`src/rtl/talao_emissor.sv`:
```
// Receipt transmitter: buffers priced items during a purchase, then streams the
// receipt frame byte by byte over a valid/ready link terminated by an XOR checksum.
module talao_emissor #(
    parameter int         DEPTH = 8,
    parameter logic [7:0] HDR   = 8'hA5
) (
    input  logic        clk,
    input  logic        rst,
    input  logic        item_valid,
    input  logic [1:0]  produto,
    input  logic [10:0] peso,
    input  logic [15:0] valor,
    input  logic        fim_compra,
    input  logic        taxa,
    input  logic [4:0]  valor_taxa,
    output logic [7:0]  tx_data,
    output logic        tx_valid,
    input  logic        tx_ready,
    output logic        tx_last,
    output logic        busy,
    output logic        full
);

    localparam int AW = $clog2(DEPTH);

    typedef enum logic [2:0] {
        COLLECT, HEADER, COUNT, ITEM, TOT_H, TOT_L, TAXA, CHK
    } state_t;

    state_t      state_q, state_d;
    logic [6:0]  count_q, count_d;
    logic [15:0] total_q, total_d;
    logic        ovf_q, ovf_d;
    logic        taxa_q, taxa_d;
    logic [4:0]  vtaxa_q, vtaxa_d;
    logic [6:0]  idx_q, idx_d;
    logic [1:0]  sub_q, sub_d;
    logic [7:0]  chk_q, chk_d;

    logic [1:0]  prodMem  [DEPTH];
    logic [10:0] pesoMem  [DEPTH];
    logic [15:0] valorMem [DEPTH];

    logic        store;
    logic        xfer;
    logic [16:0] sum;
    logic [1:0]  rdProd;
    logic [10:0] rdPeso;
    logic [15:0] rdValor;

    assign full     = (count_q == 7'(DEPTH));
    assign store    = (state_q == COLLECT) && item_valid && !full;
    assign tx_valid = (state_q != COLLECT);
    assign busy     = (state_q != COLLECT);
    assign tx_last  = (state_q == CHK);
    assign xfer     = tx_valid && tx_ready;
    assign sum      = {1'b0, total_q} + {1'b0, valor};

    // Item storage needs no reset: count_q alone decides which entries are live.
    always_ff @(posedge clk) begin
        if (store) begin
            prodMem[count_q[AW-1:0]]  <= produto;
            pesoMem[count_q[AW-1:0]]  <= peso;
            valorMem[count_q[AW-1:0]] <= valor;
        end
    end

    assign rdProd  = prodMem[idx_q[AW-1:0]];
    assign rdPeso  = pesoMem[idx_q[AW-1:0]];
    assign rdValor = valorMem[idx_q[AW-1:0]];

    // Output byte depends only on registered state, so it holds while stalled.
    always_comb begin
        tx_data = 8'h00;
        case (state_q)
            HEADER: tx_data = HDR;
            COUNT:  tx_data = {ovf_q, count_q};
            ITEM: begin
                case (sub_q)
                    2'd0:    tx_data = {rdProd, 3'b000, rdPeso[10:8]};
                    2'd1:    tx_data = rdPeso[7:0];
                    2'd2:    tx_data = rdValor[15:8];
                    default: tx_data = rdValor[7:0];
                endcase
            end
            TOT_H:  tx_data = total_q[15:8];
            TOT_L:  tx_data = total_q[7:0];
            TAXA:   tx_data = {taxa_q, 2'b00, vtaxa_q};
            CHK:    tx_data = chk_q;
            default: tx_data = 8'h00;
        endcase
    end

    always_comb begin
        state_d = state_q;
        count_d = count_q;
        total_d = total_q;
        ovf_d   = ovf_q;
        taxa_d  = taxa_q;
        vtaxa_d = vtaxa_q;
        idx_d   = idx_q;
        sub_d   = sub_q;
        chk_d   = chk_q;

        if (state_q == COLLECT) begin
            // A same-cycle item is stored before the frame starts, so it is included.
            if (store) begin
                count_d = count_q + 7'd1;
                total_d = sum[16] ? 16'hFFFF : sum[15:0];
            end else if (item_valid) begin
                ovf_d = 1'b1;
            end
            if (fim_compra) begin
                taxa_d  = taxa;
                vtaxa_d = valor_taxa;
                idx_d   = 7'd0;
                sub_d   = 2'd0;
                chk_d   = 8'h00;
                state_d = HEADER;
            end
        end else if (xfer) begin
            chk_d = chk_q ^ tx_data;
            case (state_q)
                HEADER: state_d = COUNT;
                COUNT:  state_d = (count_q == 7'd0) ? TOT_H : ITEM;
                ITEM: begin
                    sub_d = sub_q + 2'd1;
                    if (sub_q == 2'd3) begin
                        if (idx_q == count_q - 7'd1) begin
                            state_d = TOT_H;
                        end else begin
                            idx_d = idx_q + 7'd1;
                        end
                    end
                end
                TOT_H:  state_d = TOT_L;
                TOT_L:  state_d = TAXA;
                TAXA:   state_d = CHK;
                CHK: begin
                    state_d = COLLECT;
                    count_d = 7'd0;
                    total_d = 16'h0000;
                    ovf_d   = 1'b0;
                end
                default: state_d = COLLECT;
            endcase
        end
    end

    always_ff @(posedge clk or posedge rst) begin
        if (rst) begin
            state_q <= COLLECT;
            count_q <= 7'd0;
            total_q <= 16'h0000;
            ovf_q   <= 1'b0;
            taxa_q  <= 1'b0;
            vtaxa_q <= 5'd0;
            idx_q   <= 7'd0;
            sub_q   <= 2'd0;
            chk_q   <= 8'h00;
        end else begin
            state_q <= state_d;
            count_q <= count_d;
            total_q <= total_d;
            ovf_q   <= ovf_d;
            taxa_q  <= taxa_d;
            vtaxa_q <= vtaxa_d;
            idx_q   <= idx_d;
            sub_q   <= sub_d;
            chk_q   <= chk_d;
        end
    end

endmodule

```
`config.mk`:
```
export PLATFORM = sky130hd
export DESIGN_NAME = talao_emissor
export DESIGN_NICKNAME = d
export VERILOG_FILES = /design/src/rtl/talao_emissor.sv
export SDC_FILE = /design/constraint.sdc
export NUM_CORES = 1
export LEC_CHECK = 0
export ABC_AREA = 1
export ABC_CLOCK_PERIOD_IN_PS = 5000
export CAP_MARGIN = 20
export CELL_PAD_IN_SITES_DETAIL_PLACEMENT = 1
export CELL_PAD_IN_SITES_GLOBAL_PLACEMENT = 1
export CORE_ASPECT_RATIO = 1.5
export CORE_UTILIZATION = 48
export CTS_CLUSTER_SIZE = 24
export DETAILED_ROUTE_END_ITERATION = 12
export PLACE_DENSITY = 0.87
export SLEW_MARGIN = 15
export SYNTH_ARGS = -nofsm -noshare
export SYNTH_HDL_FRONTEND = slang
export SYNTH_SLANG_ARGS = --single-unit
export TNS_END_PERCENT = 10
```
`constraint.sdc`:
```
create_clock -name clk -period 5 [get_ports clk]
set_clock_uncertainty 0.2 [all_clocks]
set_input_delay 1 -clock clk [delete_from_list [all_inputs] [get_ports clk]]
set_output_delay 1 -clock clk [all_outputs]
set_load 0.02 [all_outputs]
```
== Word-level counts from Yosys, hierarchy flattened ==
Memory sizes are Yosys's and may differ from the RTL's.
Index checks and enable logic that the tools add are counted.
Storage, ports and cells
  register bits after elaboration: 50
  RAM bits: 232
  input port bits: 40
  output and inout port bits: 12
  logic and storage cells: 94
  memories kept: 3
Memory list
  valorMem: depth 8, bits a word 16, rd ports 1, clocked after memory_dff 0, wr ports 1, line 42  | logic [15:0] valorMem [DEPTH];
  pesoMem: depth 8, bits a word 11, rd ports 1, clocked after memory_dff 0, wr ports 1, line 41  | logic [10:0] pesoMem [DEPTH];
  prodMem: depth 8, bits a word 2, rd ports 1, clocked after memory_dff 0, wr ports 1, line 40  | logic [1:0] prodMem [DEPTH];
Cells by class
  add/sub/neg operators: 5
  equal/unequal tests: 19
  muxes and demuxes: 38
  bitwise logic cells: 1
  reductions and logical operators: 19
Operators with widths (count)
  two-way mux 16 bit: 5
  two-way mux 7 bit: 10
  case mux 8 bit (7 select lines): 1
  two-way mux 8 bit: 3
  case mux 8 bit (3 select lines): 1
  two-way mux 3 bit: 6
  case mux 3 bit (6 select lines): 1
  adder 16 x 16 -> 17 bit: 1
  adder 7 x 1 -> 7 bit, second input constant: 2
  == test 3 bit, second input constant: 4
  inequality test 2 bit, second input constant: 5
  two-way mux 2 bit: 4
  AND reduction 4 bit: 2
  nonzero test 2 bit: 4
  XOR 8 bit: 1
  == test 7 x 4 -> 1 bit, second input constant: 1
  == test 7 bit: 1
  logical NOT 7 bit: 1
  two-way mux 1 bit: 7
  subtractor 7 x 1 -> 7 bit, second input constant: 1
  == test 3 x 2 -> 1 bit, second input constant: 2
  inequality test 3 bit, second input constant: 2
  AND reduction 3 bit: 2
  AND reduction 5 bit: 1
  other kinds (10): 14

== Longest topological paths before layout ==
Gate-level depths: netlist of the first run.
  word-level depth: 7
  mapped depth: 16
  mapped depth without buffers: 14

== Worst setup path after synthesis of the first run ==
OpenSTA, ideal clock, no wires.
  kind: input to register
  from: in item_valid
  to: mem pesoMem[5][0] (enable)
  arrival: 3.497 ns
  required time: 4.349 ns
  path slack: 0.852 ns
  stages on the path: 5
  cells stage by stage: nand2_1 -> nor2_2 -> buf_2 -> nand2_1 -> nor3_1
On the way
  longest elaborated chain between the ends: 4
RTL lines
  from (decl): line 9  | input logic item_valid,
  logical AND 1 bit (2 in series): line 52  | assign store = (state_q == COLLECT) && item_valid && !full;
  two-way mux 1 bit: line 61  | if (store) begin
  two-way mux 1 bit (not written as such): line 63  | pesoMem[count_q[AW-1:0]] <= peso;
  to (decl): line 41
Every way passes these cells.

== Worst setup path in the final report of the first run ==
  from: reg idx_q[0]
  to: out tx_data[2]
On the way
  longest elaborated chain between the ends: 3
RTL lines
  from (decl): line 36  | logic [6:0] idx_q, idx_d;
  from (signal assigned): line 168  | idx_q <= idx_d;
  memory read (8 x 16 bit) / memory read (8 x 11 bit) (equally long branches)
  case mux 8 bit (3 select lines) (*): line 79  | case (sub_q)
  case mux 8 bit (7 select lines) (*): line 75  | case (state_q)
  to (decl): line 16  | output logic [7:0] tx_data,
Mark *: on every way between the ends. The rest lies on a longest branch, timed or not.

==> key figures, run 1 <==
STA
  – Final setup vio count: 0
  – Setup_tns: 0 ps
  – Final Hold Vio Count: 0
  – Rel. slew slack: 48.8%
  – Period utilization: 91.2%
  – Max-slew violation count: 0
  – Setup ws final: around 440 ps
  – Maximum clock frequency: 219 MHz
  – Min Clock Period, post-route: 4560 ps
  – RSZ-0062 raised after global routing: no
  – Slew @ Worst Pin: 767 ps

Synthesis
  – Count leader, synth: nand2_1
  – Yosys reg bits: 282
  – Compound-Gate Fraction of Synth Area: 5.62%
  – Largest family of logic cells by synthesized area: simple AND/OR/NAND/NOR gates
  – Library cells used by synthesis: 53
  – Cell area after synthesis: 13400 um2
  – Syn_nets: 1430
  – Synth area leaders: edfxtp_1, nand2_1, dfrtp_1
  – Commonest register cell after synthesis: edfxtp_1
  – Synthesized area per cell: 9.84 um2
  – Seq/Total Area, Yosys: between 60% and 70%
  – Post-synthesis mux area share: 0.503%
  – Syn. warnings: 0
  – Post-synth top area share: 51.8%
  – Simple-gate share of the synthesized area: a little under a quarter
  – Post-synth EDFFs: about 230
  – Commonest cells post-synth: nand2_1, edfxtp_1, nand3_1
  – FFs w/ async S/R, synth: 17.7%
  – Area leader, netlist: edfxtp_1
  – Post-Synth Adder-Cell Area: under 10%
  – Mapped Cells: approximately 1400
  – Post-Synth XOR/XNOR Area: about 1.3%

Global route
  – Vias in the first global route: 11500
  – GR Util All Layers: 30.1%
  – First-pass GRT wire length: 65.0 mm
  – Grt ovf: 0
  – Largest net degree at the start of global routing: 127
  – Initial antenna violation count: 0

Job
  – MaxCap Viol Count: 0

Floorplan
  – Initial Util: 49.1%
  – Core ar.: between 20000 and 30000 um2
  – Die extent in y: 207 um
  – Die Span X: approximately 140 um
  – Die ar.: 28700 um2
  – IO Pins: 52
  – Rows: 74

Outcome
  – Failing checks: design-rule violations
  – Status: finished, violations left

Detailed routing
  – Post-DR vias/cell: between 5 and 6
  – Routed WL: 42.4 mm
  – DRT iter0 DRCs: ~700
  – Vias: 10600
  – DR pass1 iterations: 10
  – Avg WL per Cell: roughly 24 um
  – Routed Antenna Nets: 0
  – # DRC: 2

Critical path
  – Worst-path maximum fanout: 34
  – Setup crit start kind: flop
  – Crit Path Class: flop to output pin
  – WP data arrival: 3360 ps
  – Flop-to-flop setup slack: 1990 ps
  – Reg2reg path depth: 9
  – CP Capture Type: output pin
  – CP required: around 3800 ps

CTS
  – Gates resized, CTS repair: 0
  – Root Buffer: clkbuf_16
  – Number of H-tree levels: 1
  – CTS tree: built
  – Setup Fix Bufs, Post-CTS: 0
  – Worst skew pair latency: about 560 ps
  – CTS Hold Bufs: 0
  – CTS clk-pin slew, worst paths: 70 ps
  – Largest buffer count on any clock path: 3
  – Num Clock Sinks: 282
  – Num CTS Buffers: 26

Cells and area
  – Fillers: 3053
  – Final instance area: 15200 um2
  – Post-layout util: 55.4%
  – Total Nets Final: 1475
  – Layout cells sized above 1: about 8.6%
  – Antenna fix cells: 0
  – Layout area overhead: 13.0%

Place
  – DP HPWL: 26.3 mm
  – Gpl congestion: 0.904
  – DP Worst Slack: between 1000 and 1500 ps
  – IO Port Bufs: between 50 and 60
  – Post-DP Area: 14300 um2

Power and ir drop
  – Power Density: 585 nW/um2
  – Flop pwr share: 35.3%
  – Logic pwr share: 41.6%
  – Internal power: 5170 uW
  – Net switching power figure: ~3700 uW
  – Clock share of power: approximately 23%
  – Peak VDD IR: 0.429 mV
  – Switching part of the total: 41.8%
  – Pleak: 0.00615 uW

Hold path
  – Hold Path Class: flop to flop
  – Hold path cells: 2
==> power by group through the flow <==
stage	sequential, uW	clock, uW	combinational [uW]
after detailed placement	3170	0	3570
after global placement	3150	0	3400
after floorplan	3030	0	2500
after global routing	3160	2130	4040
after CTS	3130	2070	3680
final	3140	2060	3700
==> metrics by stage <==
step,hold WS (ps),total power [uW],instances
2_1_floorplan,261,5530,1366
3_3_place_gp,270,6540,1725
3_5_place_dp,276,6740,1725
4_1_cts,294,8880,1773
5_1_grt,308,9320,1773
6_report,298,8890,1773
==> path summary, 6_finish.rpt <==
path / startpoint / endpoint
min in group asynchronous: rst / idx_q[6]$_DFFE_PP0P_
worst max-delay path: idx_q[0]$_DFFE_PP0P_ / tx_data[2]
worst max register to register: count_q[1]$_DFFE_PP0P_ / pesoMem[0][4]$_DFFE_PP_
max in group asynchronous: rst / total_q[9]$_DFFE_PP0P_
worst min-delay path: idx_q[6]$_DFFE_PP0P_ / idx_q[6]$_DFFE_PP0P_
worst min register to register: idx_q[6]$_DFFE_PP0P_ / idx_q[6]$_DFFE_PP0P_
==> flip-flops by register name, indices dropped and copies added (netlist names), 2 cells and up <==
register	cells
chk_q	8
count_q	7
idx_q	7
pesoMem	88
prodMem	16
state_q	3
sub_q	2
total_q	16
valorMem	128
vtaxa_q	5
==> routing by layer <==
metal  routed length [um]  vias up  global-route usage, %
met4                 2600        0                   19.3
met2                22200      448                   56.2
met5                    0        -                      0
met1                15200     5273                   32.6
li1                     -     4717                      -
met3                 2410      153                   3.71
==> area by class of cell <==
| type | count | area (um2) | share of cell area, % |
|---|---|---|---|
| repair buffers | 78 | 776 | 5.11 |
| clock inverters | 16 | 174 | 1.14 |
| well taps | 342 | 428 | 2.82 |
| clock buffers | 32 | 683 | 4.50 |
| inverters | 107 | 405 | 2.67 |
| flip-flops and latches | 282 | 8220 | 54.1 |
| multi-input cells | 916 | 4500 | 29.6 |
==> layout by cell type (no fill, tap or decap), types with 5 or more instances in the layout <==
cell type        synthesis  final
nor3_1                   9      6
edfxtp_1               232    232
nand3_1                189    189
xor2_1                  10     10
buf_4                   16     22
xnor2_1                  8      8
clkbuf_16                0     26
clkinv_1                 2      5
nor3_2                   3      6
o21ai_1                  9     10
nor2_1                  90     85
a21oi_1                 30     30
ha_1                    23     23
dfrtp_1                 50     48
buf_12                   1      5
clkbuf_1                12      5
inv_1                   97     96
nand2_1                422    422
o211ai_1                 7      7
nand2_2                  5      5
clkdlybuf4s50_1          0     51
nor2_4                   2      7
o21ai_2                  9      9
clkinv_2                 0      6
inv_2                    7      7
o21ai_0                 45     44
mux2_2                   6      6
nand4_1                 10     10
==> worst max-delay path, cell delays in order (launching register included) <==
cell and delay, ps:
dfrtp_4 510, clkinv_2 250, buf_12 250, buf_4 250
nand2_1 90, nand3_1 90, nand3_1 120, nand3_1 150
nand2_1 80, o21bai_1 220, nand2_1 150, clkdlybuf4s50_1 620
==> kinds of logic (layout without fill, tap and decap cells) <==
logic type,after synthesis,count (layout)
simple gates,741,741
flops,282,282
buf+inv,168,233
compound gates,126,126
fa+ha+maj,24,24
xor+xnor,19,19
mux,6,6
No activity file was read; power rests on OpenSTA's default activity.
==> run 2: changes to the inputs <==
Settings changed: CAP_MARGIN 20 to 30, CTS_CLUSTER_SIZE 24 to default.
==> results of run 2 <==
Same layout as run 1: the final DEF is identical, and so are final timing and power.
==> run 3: changes to the inputs <==
Settings changed: ABC_AREA 1 to default, ABC_CLOCK_PERIOD_IN_PS 5000 to 5500, CORE_UTILIZATION 48 to 55, PLACE_DENSITY 0.87 to 0.92.
Clock period 5 ns to 5.5 ns, I/O delays scaled along.
==> key figures, run 3 <==
Cells and area
  – Antenna fix cells: 0 (unchanged)
  – Layout area overhead: 13.5% (was 13.0%)
  – Total Nets Final: 1007 (was 1475)
  – Max reg flops: 128 (unchanged)
  – Post-layout util: 63.6% (was 55.4%)
  – Fillers: 2069 (was 3053)
  – Most frequent cells in the layout: edfxtp_1, mux2i_1, nand2_1 (was nand2_1, edfxtp_1, nand3_1)
  – Layout cells sized above 1: 14.3% (was 8.60%)
  – Final instance area: 14700 um2 (was 15200 um2)
  – Most common cell after layout, fill and taps aside: edfxtp_1 (was nand2_1)

Synthesis
  – Commonest register cell after synthesis: edfxtp_1 (unchanged)
  – Yosys reg bits: 282 (unchanged)
  – Syn_nets: 956 (was 1430)
  – Post-synth top area share: 53.9% (was 51.8%)
  – Count leader, synth: edfxtp_1 (was nand2_1)
  – Commonest cells post-synth: edfxtp_1, mux2i_1, nand2_1 (was nand2_1, edfxtp_1, nand3_1)
  – Synth area leaders: edfxtp_1, dfrtp_1, mux2i_1 (was edfxtp_1, nand2_1, dfrtp_1)
  – Syn. warnings: 0 (unchanged)
  – Area leader, netlist: edfxtp_1 (unchanged)
  – FFs w/ async S/R, synth: 17.7% (unchanged)
  – Post-synth EDFFs: 232 (unchanged)
  – Mapped Cells: 892 (was 1366)
  – Seq/Total Area, Yosys: 63.6% (was 61.1%)
  – Library cells used by synthesis: 81 (was 53)
  – Synthesized area per cell: 14.5 um2 (was 9.84 um2)
  – Cell area after synthesis: 12900 um2 (was 13400 um2)

Detailed routing
  – # DRC: 0 (was 2)
  – Routed WL: 38.0 mm (was 42.4 mm)
  – Post-DR vias/cell: 6.81 (was 5.97)
  – Avg WL per Cell: 29.8 um (was 23.9 um)
  – Routed Antenna Nets: 0 (unchanged)
  – Vias: 8697 (was 10600)
  – DRT iter0 DRCs: 821 (was 721)
  – DR pass1 iterations: 5 (was 10)

Critical path
  – Flop-to-flop setup slack: 1870 ps (was 1990 ps)
  – WP data arrival: 3780 ps (was 3360 ps)
  – Critical path's largest stage delay: 830 ps (was 620 ps)
  – CP most frequent cell: o21ai_0
  – Reg2reg path depth: 7 (was 9)
  – Reg2reg end: idx_q[6]$_DFFE_PP0P_ (was pesoMem[0][4]$_DFFE_PP_)
  – Reg-to-reg startpoint: state_q[2]$_DFFE_PP0P_ (was count_q[1]$_DFFE_PP0P_)
  – Crit path cell chain: buf_4 -> mux2i_1 -> o22ai_1 -> a2111o_1 -> o21ai_0 -> a21o_1 -> o21ai_0 -> clkdlybuf4s50_1 (was clkinv_2 -> buf_12 -> buf_4 -> nand2_1 -> nand3_1 -> nand3_1 -> nand3_1 -> nand2_1 -> o21bai_1 -> nand2_1 -> clkdlybuf4s50_1)
  – Setup crit start kind: flop (unchanged)
  – Crit Path Class: flop to output pin (unchanged)
  – CP required: 4200 ps (was 3800 ps)
  – CP Capture Type: output pin (unchanged)
  – Worst-path maximum fanout: 37 (was 34)
  – Slowest-stage cell, CP: dfrtp_4 (was clkdlybuf4s50_1)

Place
  – Gpl congestion: 0.967 (was 0.904)
  – Post-DP Area: 13800 um2 (was 14300 um2)
  – DP Worst Slack: 1040 ps (was 1020 ps)
  – DP HPWL: 24.9 mm (was 26.3 mm)
  – IO Port Bufs: 51 (unchanged)

Floorplan
  – Die Span X: 127 um (was 139 um)
  – IO Pins: 52 (unchanged)
  – Die ar.: 24100 um2 (was 28700 um2)
  – Rows: 68 (was 74)
  – Core ar.: 23100 um2 (was 27400 um2)
  – Initial Util: 56.1% (was 49.1%)
  – Die extent in y: 190 um (was 207 um)

Hold path
  – Hold Path Class: flop to flop (unchanged)
  – Worst hold path startpoint: chk_q[4]$_DFFE_PP0P_ (was idx_q[6]$_DFFE_PP0P_)
  – Hold Crit Endpoint: chk_q[4]$_DFFE_PP0P_ (was idx_q[6]$_DFFE_PP0P_)
  – Hold path cells: 1 (was 2)

Global route
  – Grt ovf: 0 (unchanged)
  – Largest net degree at the start of global routing: 38 (was 127)
  – Vias in the first global route: 9502 (was 11500)
  – First-pass GRT wire length: 57.3 mm (was 65.0 mm)
  – Initial antenna violation count: 1 (was 0)
  – GR Util All Layers: 32.5% (was 30.1%)

CTS
  – CTS Hold Bufs: 0 (unchanged)
  – Largest buffer count on any clock path: 3 (unchanged)
  – Root Buffer: clkbuf_16 (unchanged)
  – CTS clk-pin slew, worst paths: 70 ps (about the same)
  – Gates resized, CTS repair: 0 (unchanged)
  – Num CTS Buffers: 27 (was 26)
  – Setup Fix Bufs, Post-CTS: 0 (unchanged)
  – CTS tree: built (unchanged)
  – Worst skew pair latency: 550 ps (was 560 ps)
  – Num Clock Sinks: 282 (unchanged)
  – Number of H-tree levels: 1 (unchanged)

Power and ir drop
  – Pleak: 0.00502 uW (was 0.00615 uW)
  – Peak VDD IR: 0.372 mV (was 0.429 mV)
  – Power Density: 489 nW/um2 (was 585 nW/um2)

STA
  – Setup_tns: 0 ps (unchanged)
  – Min Clock Period, post-route: 5080 ps
  – RSZ-0062 raised after global routing: no (unchanged)
  – Maximum clock frequency: 197 MHz
  – Max-slew violation count: 0 (unchanged)
  – Final Hold Vio Count: 0 (unchanged)
  – Slew @ Worst Pin: 943 ps (was 767 ps)
  – Setup ws final: 416 ps (was 441 ps)
  – Final setup vio count: 0 (unchanged)
  – Rel. slew slack: 37.1% (was 48.8%)
  – Period utilization: 92.4%

Job
  – MaxCap Viol Count: 0 (unchanged)

Outcome
  – Status: complete, no violations (was finished, violations left)
-- run 3: changes by cell type after synthesis, sizes merged, moves of 14 or more --
cell,previous run,this run
a21oi,31,48
nand3,191,18
mux2i,0,71
a31oi,1,15
mux4,0,24
o21ai,63,21
nor2,94,36
buf,48,28
inv,105,21
nand2,427,54
o22ai,1,19
mux2,6,24
-- run 3: layout make-up --
type	count	area, um2	share of cell area (%)
clock buffers	31	701	4.77
flip-flops and latches	282	8220	56.0
clock inverters	17	189	1.29
repair buffers	74	728	4.96
well taps	315	394	2.69
inverters	21	78.8	0.537
multi-input cells	537	4360	29.7
-- run 3: cells by family after synthesis --
family | count (synthesis) | synth area share, %
AOI/OAI and AO/OA | 191 | 10.3
xor gates and xnor gates | 23 | 1.56
adders and majority gates | 24 | 2.38
buffers and inverters | 73 | 3.06
DFF | 282 | 63.6
muxes | 119 | 11.9
and+or+nand+nor | 180 | 7.19
-- run 3: worst max path at each step --
| stage | start | end | slack, ps | depth (start not counted) |
|---|---|---|---|---|
| 2_1_floorplan | item_valid | pesoMem[0][0]$_DFFE_PP_ | 740 | 4 |
| 3_3_place_gp | idx_q[0]$_DFFE_PP0P_ | tx_data[5] | 1120 | 6 |
| 3_5_place_dp | idx_q[0]$_DFFE_PP0P_ | tx_data[1] | 1040 | 8 |
| 4_1_cts | idx_q[0]$_DFFE_PP0P_ | tx_data[1] | 370 | 8 |
| 5_1_grt | idx_q[0]$_DFFE_PP0P_ | tx_data[1] | 310 | 8 |
| 6_report | idx_q[0]$_DFFE_PP0P_ | tx_data[1] | 420 | 8 |
-- run 3: power breakdown --
part | internal, uW | switching, uW
Sequential | 2520 | 257
Clock | 1100 | 815
Combinational | 989 | 1490
Total | 4610 | 2560
-- run 3: critical path, delay by kind of cell, from the launching register on --
| family | cells | cell delay [ps] |
|---|---|---|
| muxes | 1 | 350 |
| AOI/OAI and AO/OA | 5 | 1080 |
| DFF | 1 | 830 |
| buffers and inverters | 2 | 970 |
-- run 3: layer usage --
metal  track usage (%)  vias up  wire, um
li1                  -     3606         -
met3              4.87      198      2560
met4              23.3        2      2860
met5                 0        -        15
met2              56.5      538     19500
met1              36.5     4353     13200
-- run 3: per-stage QoR --
step	cells	total power [uW]	hold slack [ps]
6_report	1277	7170	292
5_1_grt	1277	7400	311
4_1_cts	1276	7100	291
3_5_place_dp	1228	5140	281
3_3_place_gp	1228	5000	261
2_1_floorplan	892	4380	243
==> edit (settings of run 2) <==
Reset style: synchronous (`rst`), changed in one clocked block.
--- a/src/rtl/talao_emissor.sv
+++ b/src/rtl/talao_emissor.sv
@@ -148,5 +148,5 @@
     end
 
-    always_ff @(posedge clk or posedge rst) begin
+    always_ff @(posedge clk) begin
         if (rst) begin
             state_q <= COLLECT;
Formal check against the unedited RTL: differs if rst is asserted again (counterexample within 4 cycles, from zero or initial values and one cycle with rst high); with rst held inactive, the same outputs for 4 cycles.
==> edit against run 2 <==
Sequential cell count increased by 3. Final area is 1.7% lower. Worst setup slack better by 21 ps. Sequential share of layout area down 0.32 points. Synthesized area fell by 1.8%. Clock power shrank 2%. Final cell count increased by 1.4%. Combinational power decreased by 23%. Power fell by 11%. Routed wire length shrank 6.9%. Largest cell class unchanged. Largest power group is now registers. Highest routed layer unchanged.
==> edit: results (changes against run 2) <==
* Status: finished clean
* Number of fill cells at 3045 (-0.26%)
* Buffering overhead at 4.81% (-0.30 points)
* GPL Wtd Cong at 0.922 (+2.0%)
* Placed Cells incl. Taps at 1747 (+1.3%)
* Layout cells sized above 1 at 6.67% (-1.9 points)
* Buffers excl. clock at 72 (-7.7%)
* Seq area share at 53.8% (-0.32 points)
* First-pass iteration count of the detailed router at 5 (-5)
* Multi-input logic area at 0.00451 mm2 (+0.17%)
* Clkbuf count at 39 (+22%)
* Vias in the first global route at 11100 (-4.0%)
* HPWL after DPL at 25700 um (-2.4%)
* Top area cells in the synthesized netlist: edfxtp_1 53%, nand2_1 12%, dfxtp_1 8.0%
* Fin cells at 1797 (+1.4%)
* Post-synth ARST share at 0% (-18 points)
* Synthesized netlist net count at 1457 (+1.9%)
* Largest net degree at the start of global routing at 71 (-44%)
* Leak at 5.76 nW (-6.4%)
* Switch share at 39.1% (-2.7 points)
* Final WL at 39400 um (-6.9%)
* Syn_area_per_cell at 9.47 um2 (-3.7%)
* Placement Cell Area at 0.0141 mm2 (-1.9%)
* Slew HR at 42.2% (-6.7 points)
* Slowest CP cell: dfxtp_4
[edit: changes by cell type after synthesis, sizes merged, moves of 8 or more]
cell,delta
dfrtp,-50
nor2,+41
dfxtp,+53
nand2,-9
inv,-8
a21oi,+30
[edit: per-layer routing]
metal  vias up  wire length, um  global-route usage, %
met5         -                0                      0
met4         0             2300                   17.3
met3       124             1760                   3.17
met2       359            21000                   53.2
met1      5140            14300                   31.8
li1       4774                -                      -
[edit: kinds of logic after synthesis]
family / after synthesis / synth area share, %
simple gates: 754 / 23.9
buf+inv: 160 / 5.43
flops: 285 / 60.8
xor+xnor: 15 / 0.996
compound gates: 155 / 6.54
fa+ha+maj: 24 / 2.33
[edit: path summary, 6_finish.rpt]
check,startpoint,endpoint,slack (ps),depth (start not counted)
setup / recovery,flop,tx_data[7],460,9
hold / removal,vtaxa_q[3],vtaxa_q[3],260,2
setup reg to reg,count_q[0],pesoMem[7][3],1430,10
hold reg to reg,vtaxa_q[3],vtaxa_q[3],260,2
